$ cat src/rtl/ureg_pkg.sv
// ureg_pkg: shared definitions for the universal register ureg_w.
//   UREG_MODE_W      width of the mode select
//   UREG_HOLD..DEC   3-bit operation codes; all eight codes are defined
package ureg_pkg;

    localparam int UREG_MODE_W = 3;

    localparam logic [UREG_MODE_W-1:0] UREG_HOLD = 3'd0;
    localparam logic [UREG_MODE_W-1:0] UREG_LOAD = 3'd1;
    localparam logic [UREG_MODE_W-1:0] UREG_SHL  = 3'd2;
    localparam logic [UREG_MODE_W-1:0] UREG_SHR  = 3'd3;
    localparam logic [UREG_MODE_W-1:0] UREG_ROL  = 3'd4;
    localparam logic [UREG_MODE_W-1:0] UREG_ROR  = 3'd5;
    localparam logic [UREG_MODE_W-1:0] UREG_INC  = 3'd6;
    localparam logic [UREG_MODE_W-1:0] UREG_DEC  = 3'd7;

endpackage

$ cat src/rtl/ureg_next.sv
// ureg_next: combinational next-state logic for ureg_w.
//   Inputs : q, co (current state), mode, d, sl_in, sr_in
//   Outputs: next_q, next_co (state to register when enabled)
// No handshakes: every mode code is a legal, single-cycle operation.
module ureg_next
    import ureg_pkg::*;
#(
    parameter int W = 8
) (
    input  logic [W-1:0]           q,
    input  logic                   co,
    input  logic [UREG_MODE_W-1:0] mode,
    input  logic [W-1:0]           d,
    input  logic                   sl_in,
    input  logic                   sr_in,
    output logic [W-1:0]           next_q,
    output logic                   next_co
);

    // INC is evaluated W+1 bits wide so the carry drops straight out.
    logic [W:0] inc_sum;

    always_comb begin
        inc_sum = {1'b0, q} + {{W{1'b0}}, 1'b1};
        next_q  = q;
        next_co = co;
        case (mode)
            UREG_LOAD: begin
                next_q  = d;
                next_co = 1'b0;
            end
            UREG_SHL: begin
                next_q  = {q[W-2:0], sl_in};
                next_co = q[W-1];
            end
            UREG_SHR: begin
                next_q  = {sr_in, q[W-1:1]};
                next_co = q[0];
            end
            UREG_ROL: begin
                next_q  = {q[W-2:0], q[W-1]};
                next_co = q[W-1];
            end
            UREG_ROR: begin
                next_q  = {q[0], q[W-1:1]};
                next_co = q[0];
            end
            UREG_INC: begin
                next_q  = inc_sum[W-1:0];
                next_co = inc_sum[W];
            end
            UREG_DEC: begin
                // Borrow out only when wrapping from zero to all-ones.
                next_q  = q - {{(W-1){1'b0}}, 1'b1};
                next_co = (q == '0);
            end
            default: begin
                // HOLD: state unchanged, co keeps describing the last real op.
                next_q  = q;
                next_co = co;
            end
        endcase
    end

endmodule

$ cat src/rtl/ureg_w.sv
// ureg_w: parametrised universal register with clock enable and mode select.
//   clk    rising-edge clock
//   r      synchronous active-high reset (priority over en and mode)
//   en     clock enable; 0 holds q and co
//   mode   operation select (see ureg_pkg)
//   d      parallel load data
//   sl_in  serial bit entering LSB on SHL
//   sr_in  serial bit entering MSB on SHR
//   q      register contents
//   co     registered carry / borrow / shifted-out bit
//   zero   combinational (q == 0)
module ureg_w
    import ureg_pkg::*;
#(
    parameter int          W         = 8,
    parameter logic [63:0] RESET_VAL = '0
) (
    input  logic                   clk,
    input  logic                   r,
    input  logic                   en,
    input  logic [UREG_MODE_W-1:0] mode,
    input  logic [W-1:0]           d,
    input  logic                   sl_in,
    input  logic                   sr_in,
    output logic [W-1:0]           q,
    output logic                   co,
    output logic                   zero
);

    logic [W-1:0] q_q, q_d;
    logic         co_q, co_d;
    logic [W-1:0] next_q;
    logic         next_co;

    ureg_next #(.W(W)) u_next (
        .q       (q_q),
        .co      (co_q),
        .mode    (mode),
        .d       (d),
        .sl_in   (sl_in),
        .sr_in   (sr_in),
        .next_q  (next_q),
        .next_co (next_co)
    );

    // Priority: reset, then enable, then the mode-selected next state.
    always_comb begin
        q_d  = q_q;
        co_d = co_q;
        if (r) begin
            q_d  = RESET_VAL[W-1:0];
            co_d = 1'b0;
        end else if (en) begin
            q_d  = next_q;
            co_d = next_co;
        end
    end

    always_ff @(posedge clk) begin
        q_q  <= q_d;
        co_q <= co_d;
    end

    assign q    = q_q;
    assign co   = co_q;
    assign zero = (q_q == '0);

endmodule

$ cat config.mk
export PLATFORM = sky130hd
export DESIGN_NAME = ureg_w
export DESIGN_NICKNAME = d
export VERILOG_FILES = /design/src/rtl/ureg_pkg.sv /design/src/rtl/ureg_next.sv /design/src/rtl/ureg_w.sv
export SDC_FILE = /design/constraint.sdc
export NUM_CORES = 1
export LEC_CHECK = 0
export CAP_MARGIN = 20
export CORE_AREA = 4 4 56 45
export DETAILED_ROUTE_END_ITERATION = 10
export DIE_AREA = 0 0 60 49
export PLACE_DENSITY = 0.8
export SLEW_MARGIN = 20
export SYNTH_ARGS = -nofsm -noshare
export SYNTH_HDL_FRONTEND = slang
export SYNTH_SLANG_ARGS = --single-unit
$ cat constraint.sdc
create_clock -name clk -period 4.7 [get_ports clk]
set_input_delay 0.47 -clock clk [delete_from_list [all_inputs] [get_ports clk]]
set_output_delay 0.47 -clock clk [all_outputs]
set_load 0.02 [all_outputs]
==> impl_metrics.tcl, run 1 <==
set metrics [dict create \
    syn_inst 130 \
    cap_violations 0 \
    setup_viol 0 \
    intPower_mw 0.168 \
    initialDrtViolationCount 91 \
    post_cts_buffers 0 \
    ios 26 \
    ff2ff_setup_slack_ns 2.75 \
    num-nets-final 169 \
    dp_cells 170 \
    powerDensity_mw_per_mm2 224 \
    syn_area_sq_um 982 \
    worstHoldStart "co$_SDFFE_PP0P_" \
    yosys.area.top_type "dfxtp_1" \
    antenna_found_initial 0 \
    grt_overflow_total 0 \
    finalCriticalPeriod_ns 2.55 \
    syn-num-nets 148 \
    ant_nets 0 \
    required_ns 4.87 \
    cts-root-buf "clkbuf_4" \
    min_to "co$_SDFFE_PP0P_" \
    critPathSlowestCell "clkdlybuf4s50_1" \
    cts_hold_buf 0 \
    drive_above_1_share 0.0933 \
    wl_mm 3.06 \
    pwr-share-seq 0.357 \
    regArea_sq_um 180 \
    nFillCells 199 \
    run_status "finished, final reports clean" \
    power.switching_mw 0.108 \
    synth-async-reset-ratio 0 \
    crit_fanout 23 \
    finClkSkew_ns 0.00620 \
    hpwlAfterDp_mm 2.21 \
    antenna_cells 0 \
    power.leakage_nw 0.441 \
    synthTopCellsByArea "dfxtp_1 (18%), nand2_1 (4.6%), a221oi_1 (4.5%), a21oi_1 (4.1%), nor3_1 (3.6%)" \
    cp_data_arrival_time_ns 2.71 \
    yosys.area.top_type_share 0.183 \
    slew_violations 0 \
    peakVddDrop_v 0.000131 \
    max_clock_freq_ghz 0.393 \
    grt_pass1_vias 1015 \
    clock_path_buffers 2 \
    yosysUniqueCellTypes 49 \
    area_delta_synth_final_pct 25.1 \
    initial_core_util 0.501 \
    path_cells "clkdlybuf4s50_1, inv_2, a21boi_2, nor2_1, a21o_1, a221o_1" \
    ys_seq_elements 9 \
    grt_max_degree 24 \
    yosysSeqAreaShare 0.183 \
    vias 1178 \
    power_mw 0.275 \
    slew-limit-headroom 0.408 \
    synth_ff_type "dfxtp_1" \
    syn_avg_cell_area_sq_um 7.56 \
    rsz0062_at_grt "false" \
    multiInputGateArea_sq_um 712 \
    gp_congestion 0.949 \
    setup_ws_ns 2.15 \
    finalNonFillerCells 174 \
    cp-start-kind "input pin" \
    layout_commonest_cell "clkdlybuf4s50_1" \
    combPwrFrac 0.406 \
    ctsResizeCount 0 \
    timing.setup.tns_ns 0 \
    drtPass1Iterations 5 \
    die_y_um 49 \
    synth-edff-count 0 \
    die_w_um 60 \
    wl_per_cell_um 17.6 \
    io_buffers 25 \
    pre_cts_ws_ns 1.96 \
    endpoint_kind "register" \
    period_share 0.542 \
    cts.clk_slew.worst_paths_ns 0.07 \
    coreArea_sq_mm 0.00196 \
    yosys_warnings 0 \
    grtUsageTotal 0.217 \
    clk_latency_ns 0.27 \
    htreeDepth 1 \
    r2r-end "q[2]$_SDFFE_PP0P_" \
    min_path_cells 2 \
    viasPerCell 6.77 \
    cts_tree "yes" \
    finalHoldViolCount 0 \
    rr_worst_depth 7 \
    worst_path_largest_cell_delay_ns 1.05 \
    dieArea_sq_mm 0.00294 \
    hold_class "register to register" \
    critical_path_class "input pin to register" \
    worstMarginPinSlew_ns 0.886 \
    cts_num_sinks 9 \
    timing.rr.start "q[0]$_SDFFE_PP0P_" \
    pwr-share-clk 0.238 \
    drc_errors 0 \
    cts_made_buffers 3 \
    swShare 0.391 \
    grt_pass1_wl_mm 4.90 \
    num_rows 14 \
    final_cell_mix "clkdlybuf4s50_1 (25), nand2_1 (12), dfxtp_1 (9)" \
]
stage by stage:
stage | cell area, sq um | hold WS (ns) | util
6_report | 1230 | 0.465 | 0.626
5_1_grt | 1230 | 0.491 | 0.626
4_1_cts | 1230 | 0.468 | 0.626
3_5_place_dp | 1200 | 0.451 | 0.613
3_3_place_gp | 1200 | 0.449 | 0.613
2_1_floorplan | 982 | 0.535 | -
sequential cells by signal, summed over array words and instances, names as in the netlist:
signal  count
co          1
q           8
routing by layer:
| layer | global-route usage | vias up | wire, um |
|---|---|---|---|
| met3 | 0.0582 | 12 | 398 |
| met2 | 0.322 | 92 | 1390 |
| li1 | - | 537 | - |
| met5 | 0 | - | 0 |
| met4 | 0.0701 | 0 | 75 |
| met1 | 0.299 | 537 | 1190 |
critical path, delay by kind of cell:
family | cells | cell delay, ns
AO/OA/AOI/OAI | 3 | 0.84
buffers and inverters | 2 | 1.24
AND/OR/NAND/NOR | 1 | 0.15
power by group through the flow:
stage                     Combinational [mW]  Clock [mW]  Sequential [mW]
after floorplan                       0.0700           0           0.0973
after global placement                 0.108           0           0.0983
after detailed placement               0.110           0           0.0988
after CTS                              0.110      0.0690           0.0969
after global routing                   0.120      0.0742           0.0991
final                                  0.112      0.0654           0.0981
worst max-delay path by stage:
stage                            from                 to  depth (start not counted)
global route                  mode[0]  q[7]$_SDFFE_PP0P_                          6
global placement              mode[0]  q[7]$_SDFFE_PP0P_                          6
floorplan           q[0]$_SDFFE_PP0P_  q[4]$_SDFFE_PP0P_                          7
CTS                 q[3]$_SDFFE_PP0P_               zero                          4
finish                        mode[0]  q[7]$_SDFFE_PP0P_                          6
detailed placement            mode[0]  q[7]$_SDFFE_PP0P_                          6
kinds of logic after synthesis:
logic type | Yosys count | share of synthesized area
flip-flops | 9 | 0.183
AO/OA/AOI/OAI | 46 | 0.343
buffers and inverters | 17 | 0.0917
AND/OR/NAND/NOR | 48 | 0.274
adder cells (fa/ha/maj) | 2 | 0.0255
XOR/XNOR | 2 | 0.0178
multiplexers | 6 | 0.0650
cells in the mapped netlist, types with 2 or more instances:
cell and count:
o22ai_1 2, mux2i_1 3, ha_1 2, a211oi_1 4, mux2_2 2, buf_4 4, nor2_1 7, o31ai_1 2
buf_2 2, a21oi_1 8, nor2b_1 3, nor3b_1 2, a221oi_1 5, o21ai_0 6, o21ai_1 3, nand2b_1 2
nor3_1 7, nand3_1 4, dfxtp_1 9, inv_1 7, a31oi_1 3, o31ai_2 2, nand4_1 2, nand2_1 12
a311oi_1 2, a32oi_1 2
area by class of cell:
cell class,count,area share
inverters,8,0.0244
repair buffers,25,0.204
well taps,24,0.0244
multi-input cells,104,0.579
clock buffers,4,0.0214
flip-flops and latches,9,0.147
(Power assumes the default switching activity.)
==> inputs of run 2 (changes only) <==
--- a/config.mk
+++ b/config.mk
@@ -6,10 +6,10 @@
 export NUM_CORES = 1
 export LEC_CHECK = 0
 export CAP_MARGIN = 20
-export CORE_AREA = 4 4 56 45
+export CORE_AREA = 4 4 61 49
 export DETAILED_ROUTE_END_ITERATION = 10
-export DIE_AREA = 0 0 60 49
-export PLACE_DENSITY = 0.8
+export DIE_AREA = 0 0 65 53
+export PLACE_DENSITY = 0.7
 export SLEW_MARGIN = 20
 export SYNTH_ARGS = -nofsm -noshare
 export SYNTH_HDL_FRONTEND = slang
==> constraint.sdc (replaced) <==
create_clock -name clk -period 2.3 [get_ports clk]
set_input_delay 0.23 -clock clk [delete_from_list [all_inputs] [get_ports clk]]
set_output_delay 0.23 -clock clk [all_outputs]
set_load 0.02 [all_outputs]
==> impl_metrics.tcl, run 2 (synthesized netlist as in run 1, its figures left out) <==
set metrics [dict create \
    drive_above_1_share 0.145 \
    cts_hold_buf 0 \
    grt_pass1_vias 1075 \
    powerDensity_mw_per_mm2 438 \
    grtUsageTotal 0.194 \
    finalNonFillerCells 195 \
    cts_made_buffers 3 \
    dp_cells 191 \
    timing.setup.tns_ns 0 \
    initial_core_util 0.399 \
    coreArea_sq_mm 0.00246 \
    layout_commonest_cell "clkdlybuf4s50_1" \
    viasPerCell 6.05 \
    endpoint_kind "output port" \
    final_cell_mix "clkdlybuf4s50_1 (25), nand2_1 (12), dfxtp_1 (9)" \
    wl_mm 3.21 \
    cts-root-buf "clkbuf_4" \
    grt_max_degree 24 \
    nFillCells 246 \
    io_buffers 25 \
    gp_congestion 0.922 \
    grt_pass1_wl_mm 5.06 \
    clock_path_buffers 2 \
    rr_worst_depth 6 \
    pwr-share-clk 0.225 \
    worstMarginPinSlew_ns 0.448 \
    hold_class "register to register" \
    grt_overflow_total 0 \
    hpwlAfterDp_mm 2.34 \
    htreeDepth 1 \
    setup_ws_ns 0.0902 \
    combPwrFrac 0.450 \
    rsz0062_at_grt "false" \
    period_share 0.961 \
    cts_tree "yes" \
    swShare 0.384 \
    cts_num_sinks 9 \
    min_path_cells 2 \
    vias 1179 \
    largest_register_ffs 8 \
    peakVddDrop_v 0.000228 \
    die_y_um 53 \
    power.leakage_nw 0.493 \
    critical_path_class "register to output port" \
    ios 26 \
    initialDrtViolationCount 94 \
    cap_violations 0 \
    finalHoldViolCount 0 \
    ant_nets 0 \
    crit_fanout 12 \
    slew-limit-headroom 0.699 \
    drc_errors 0 \
    num_rows 16 \
    drtPass1Iterations 4 \
    power_mw 0.584 \
    slew_violations 0 \
    power.switching_mw 0.225 \
    setup_viol 0 \
    antenna_found_initial 0 \
    cts.clk_slew.worst_paths_ns 0.07 \
    required_ns 2.07 \
    run_status "finished, final reports clean" \
    intPower_mw 0.360 \
    clk_latency_ns 0.27 \
    cp-start-kind "register" \
    num-nets-final 178 \
    dieArea_sq_mm 0.00345 \
    max_clock_freq_ghz 0.453 \
    finalCriticalPeriod_ns 2.21 \
    pre_cts_ws_ns 0.349 \
    antenna_cells 0 \
    cp_data_arrival_time_ns 1.98 \
    area_delta_synth_final_pct 35.7 \
    wl_per_cell_um 16.5 \
    pwr-share-seq 0.325 \
    die_w_um 65 \
    finClkSkew_ns 0.00148 \
]
[run 2: changes by cell type in the layout (fill, tap and decap cells not counted), sizes merged]
| cell | previous run | this run |
|---|---|---|
| buf | 0 | 9 |
[run 2: worst paths after layout]
check                      endpoint  slack (ns)               from
setup / recovery               zero        0.09  q[3]$_SDFFE_PP0P_
hold / removal      co$_SDFFE_PP0P_        0.47    co$_SDFFE_PP0P_
hold reg to reg     co$_SDFFE_PP0P_        0.47    co$_SDFFE_PP0P_
setup reg to reg  q[4]$_SDFFE_PP0P_        0.65  q[0]$_SDFFE_PP0P_
[run 2: final cells by class]
class	instances	area, sq um	share of cell area
clock buffers	4	26.3	0.0197
flip-flops and latches	9	180	0.135
repair buffers	34	330	0.248
well taps	36	45.0	0.0338
multi-input cells	104	721	0.541
inverters	8	30.0	0.0225
[run 2: what timing repair did]
item	4_1_cts	5_1_grt
buffers inserted	0	0
endpoints found under the setup margin	0	1
resized for setup	0	1
[run 2: per-stage QoR]
| step | utilization | cell area, sq um | hold WS, ns |
|---|---|---|---|
| final | 0.541 | 1330 | 0.466 |
| after global routing | 0.541 | 1330 | 0.490 |
| after CTS | 0.538 | 1320 | 0.474 |
| after detailed placement | 0.527 | 1300 | 0.459 |
| after global placement | 0.527 | 1300 | 0.446 |
| after floorplan | - | 982 | 0.296 |
[run 2: power groups by stage]
stage          Clock, mW  Combinational, mW  Sequential, mW
2_1_floorplan          0              0.143           0.199
6_report           0.131              0.263           0.190
3_3_place_gp           0              0.252           0.191
5_1_grt            0.143              0.280           0.193
4_1_cts            0.134              0.257           0.187
3_5_place_dp           0              0.254           0.191
[run 2: worst max-delay path: stages (launching register included)]
cell,delay (ns)
dfxtp_1,0.43
nor4_4,0.36
nand3b_1,0.18
nor2_1,0.11
clkdlybuf4s50_1,0.61
[run 2: routing by layer]
metal	vias up	wire, um	track usage
met5	-	0	0
met4	0	11	0.0351
met3	2	291	0.0658
met2	68	1480	0.316
met1	549	1420	0.249
li1	560	-	-
==> inputs of run 3 (changes only) <==
--- a/config.mk
+++ b/config.mk
@@ -9,6 +9,7 @@
 export CORE_AREA = 4 4 61 49
 export DETAILED_ROUTE_END_ITERATION = 10
 export DIE_AREA = 0 0 65 53
+export GPL_TIMING_DRIVEN = 0
 export PLACE_DENSITY = 0.7
 export SLEW_MARGIN = 20
 export SYNTH_ARGS = -nofsm -noshare
==> impl_metrics.tcl, run 3 (synthesized netlist as in run 1, its figures left out) <==
set metrics [dict create \
    crit_fanout 9 \
    timing.setup.tns_ns 0 \
    critical_path_class "register to output port" \
    clock_path_buffers 2 \
    power.leakage_nw 0.481 \
    grtUsageMet3 0.0637 \
    area_delta_synth_final_pct 32.6 \
    layout_commonest_cell "clkdlybuf4s50_1" \
    finalHoldViolCount 0 \
    hold_class "input pin to register" \
    ant_nets 0 \
    num_rows 16 \
    cp_data_arrival_time_ns 1.95 \
    pre_cts_ws_ns 0.320 \
    max_clock_freq_ghz 0.460 \
    antenna_cells 0 \
    grt_pass1_wl_mm 5.03 \
    combPwrFrac 0.446 \
    cap_violations 0 \
    period_share 0.946 \
    pwr-share-clk 0.227 \
    post-route-util 0.529 \
    rr_worst_depth 8 \
    intPower_mw 0.354 \
    drtPass1Iterations 4 \
    rsz0062_at_grt "false" \
    initialDrtViolationCount 63 \
    die_y_um 53 \
    cts_tree "yes" \
    grt_overflow_total 0 \
    viasPerCell 5.84 \
    clk_latency_ns 0.27 \
    vias 1132 \
    largest_register_ffs 8 \
    powerDensity_mw_per_mm2 437 \
    finalCriticalPeriod_ns 2.18 \
    drc_errors 0 \
    slew_violations 0 \
    slew-limit-headroom 0.705 \
    worstHoldStart "mode[1]" \
    run_status "finished, final reports clean" \
    coreArea_sq_mm 0.00246 \
    num-nets-final 177 \
    grtUsageTotal 0.186 \
    finClkSkew_ns 0.00438 \
    htreeDepth 1 \
    required_ns 2.07 \
    hpwlAfterDp_mm 2.25 \
    ios 26 \
    grt-busiest-layer "met2" \
    wl_per_cell_um 15.1 \
    die_w_um 65 \
    hold_ws_ns 0.442 \
    grt_pass1_vias 1070 \
    cp-start-kind "register" \
    min_to "co$_SDFFE_PP0P_" \
    wl_mm 2.92 \
    io_buffers 24 \
    timing.rr.start "q[0]$_SDFFE_PP0P_" \
    ff2ff_setup_slack_ns 0.53 \
    peakVddDrop_v 0.000266 \
    cts_made_buffers 3 \
    final_cell_mix "clkdlybuf4s50_1 (24), nand2_1 (12), dfxtp_1 (9)" \
    setup_viol 0 \
    post_cts_buffers 0 \
    worstMarginPinSlew_ns 0.440 \
    antenna_found_initial 0 \
    power.switching_mw 0.216 \
    grtUsageMet1 0.243 \
    setup_ws_ns 0.124 \
    r2r-end "q[2]$_SDFFE_PP0P_" \
    grt_max_degree 11 \
    power_mw 0.570 \
    dieArea_sq_mm 0.00345 \
    gp_congestion 0.894 \
    cts_num_sinks 9 \
    endpoint_kind "output port" \
    cts_hold_buf 0 \
    initial_core_util 0.399 \
    grtUsageMet2 0.294 \
    cts.clk_slew.worst_paths_ns 0.07 \
    pwr-share-seq 0.327 \
    drive_above_1_share 0.139 \
    swShare 0.379 \
    min_path_cells 3 \
    cts-root-buf "clkbuf_4" \
]
-- run 3: changes by cell type in the layout (fill, tap and decap cells not counted), sizes merged --
cell	change
buf	-1
clkdlybuf4s50	-1
clkbuf	+1
-- run 3: repair_timing --
item / CTS / global route
hold endpoints to repair: 0 / 0
endpoints found under the setup margin: 0 / 1
gates resized for setup: 0 / 1
-- run 3: worst max-delay path by stage --
stage                           start                end  slack, ns  cells after the start
floorplan           q[0]$_SDFFE_PP0P_  q[4]$_SDFFE_PP0P_       0.59                      7
global placement              mode[0]    co$_SDFFE_PP0P_       0.33                      7
detailed placement            mode[0]  q[7]$_SDFFE_PP0P_       0.32                      6
CTS                 q[2]$_SDFFE_PP0P_               zero       0.07                      4
global route        q[1]$_SDFFE_PP0P_               zero      0.004                      6
finish              q[2]$_SDFFE_PP0P_               zero       0.12                      4
-- run 3: power by group through the flow --
| stage | Combinational (mW) | Clock, mW | Sequential [mW] |
|---|---|---|---|
| global route | 0.277 | 0.140 | 0.189 |
| CTS | 0.250 | 0.133 | 0.185 |
| finish | 0.254 | 0.129 | 0.186 |
| floorplan | 0.143 | 0 | 0.199 |
| detailed placement | 0.248 | 0 | 0.188 |
| global placement | 0.245 | 0 | 0.188 |
-- run 3: through the flow --
stage                     cells  area (sq um)
after global routing        194          1300
after CTS                   194          1290
after detailed placement    190          1270
after global placement      190          1270
after floorplan             130           982
final                       194          1300
-- run 3: layout make-up --
cell class	instances	area (sq um)
repair buffers	24	240
plain buffers	9	60.1
well taps	36	45.0
clock buffers	4	26.3
multi-input cells	104	721
inverters	8	30.0
flip-flops and latches	9	180
fillers	253	1160
-- run 3: critical path: stages (launching register included) --
cell	delay, ns
dfxtp_1	0.41
nor4_4	0.37
nand3b_1	0.18
nor2_1	0.11
clkdlybuf4s50_1	0.61
-- run 3: routing by layer --
metal / vias up / share of wire
met5: - / 0
met4: 0 / 0.021
met3: 11 / 0.083
met2: 48 / 0.43
met1: 521 / 0.46
li1: 552 / -
==> RTL edit, RTL diff (config.mk and constraints of run 3) <==
Put one more register stage on the output `q`, without a reset. The value now appears one clock later. The other outputs are not delayed to match. Comments in the files are not updated.
--- a/src/rtl/ureg_w.sv
+++ b/src/rtl/ureg_w.sv
@@ -28,2 +28,4 @@
 );
+
+    logic [W-1:0] q_c;
 
@@ -63,3 +65,3 @@
 
-    assign q    = q_q;
+    assign q_c  = q_q;
     assign co   = co_q;
@@ -67,2 +69,6 @@
 
+    always_ff @(posedge clk) begin
+        q <= q_c;
+    end
+
 endmodule
Function: changed (a bounded check fails within 4 cycles, from zero or initial values).
==> RTL edit against run 3 <==
- sequential cell count grew 8
- sequential power grew 78%
- worst hold slack worse by 0.27 ns
- maximum frequency grew 3.5%
- cell area up 15%
- area after synthesis is 21% higher
- routed wire length is 8.9% higher
- register-to-register slack lost 0.06 ns
- via count grew 6.0%
- power rose by 35%
- worst setup slack better by 0.073 ns
- largest cell class unchanged
==> RTL edit: results (changes against run 3) <==
Status
  – Outcome: completed

Place
  – Count of input and output buffers: 23 (-4.2%)
  – Place WS: 0.164 ns (-0.156 ns)
  – Inst Count DP: 206 (+8.4%)
  – Cell Area, Placed: 1460 µm² (+15%)
  – Routability Congestion: 0.877 (-1.8%)

Worst setup path
  – R2r startpoint: q_c[0]
  – Crit path max-delay family: simple AND/OR/NAND/NOR gates
  – Slowest CP cell: dfxtp_1
  – Worst-case reg-to-reg path depth: 7 (-1)
  – CP peak stage delay: 0.43 ns (-0.18 ns)

Timing
  – Setup ws final: 0.197 ns (+0.0728 ns)
  – Slew HR: 0.703 (-0.00171)
  – Clk_skew: 0.00546 ns (+0.00108 ns)

Power and ir drop
  – Peak VDD IR: 0.284 mV (+7.1%)
  – Total Power: 0.000770 W (+35%)
  – P_seq: 0.000331 W (+78%)
  – LEAKAGE: 0.549 nW (+14%)
  – Sw frac: 0.337 (-0.0422)

Yosys
  – Register area share after synthesis: 0.287 (+0.103)
  – Post-Synth Adder-Cell Area: 0.0211 (-0.00438)
  – Mux cell area share after synthesis: 0.0169 (-0.0481)
  – Cells after Synth: 147 (+13%)
  – Post-synth top cells: dfxtp_1 (17), nand2_1 (17), nor2_1 (14)
  – Synth Area in Compound Gates: 0.281 (-0.0621)
  – Post-Syn Nets: 165 (+11%)
  – Synth top area cells: dfxtp_1 (29%), nand2_1 (5.4%), buf_6 (4.7%), nor2_1 (4.4%), a21oi_1 (4.2%)

Routing
  – WL per Instance: 15.2 µm (+0.63%)
  – DRT iter0 DRCs: 101 (+60%)
  – Via/cell ratio: 5.71 (-2.1%)
  – Via total after detailed routing: 1,200 (+6.0%)

GRT
  – Total track usage: 0.206 (+0.0196)
  – First-pass GRT wire length: 5.40 mm (+7.3%)

Final layout
  – Nets@finish: 193 (+9.0%)
  – Share of post-route cells with drive strength above 1: 0.149 (+0.0102)
  – Fill cells: 234 (-7.5%)

Clocking
  – Clk_lat worst skew: 0.30 ns (+0.03 ns)
  – Worst-path clk slew: 0.10 ns (+0.03 ns)
  – Post-CTS sizing: 2 (+2)
-- RTL edit: area by class of cell --
class | instances | area [µm²] | share of cell area
Multi-Input combinational cell | 113 | 733 | 0.492
Sequential cell | 17 | 340 | 0.228
Timing Repair Buffer | 23 | 229 | 0.154
Buffer | 12 | 98.8 | 0.0663
Tap cell | 36 | 45.0 | 0.0302
Clock buffer | 4 | 26.3 | 0.0176
Inverter | 5 | 18.8 | 0.0126
-- RTL edit: layer usage --
metal,up-vias,part of all wire,wire length [µm],track usage
met5,-,0,0,0
met4,0,0.020,63,0.0737
met3,9,0.078,248,0.0594
met2,54,0.44,1390,0.302
met1,542,0.47,1480,0.284
li1,595,-,-,-
-- RTL edit: worst min path at each step --
stage | start | to | slack (ns) | cells after the start
after floorplan | q_c[5] | q[5] | 0.33 | 0
after global placement | q_c[5] | q[5] | 0.33 | 0
after detailed placement | q_c[5] | q[5] | 0.34 | 0
after CTS | r | q_c[1] | 0.17 | 2
after global routing | r | q_c[6] | 0.18 | 2
final | r | q_c[1] | 0.17 | 2
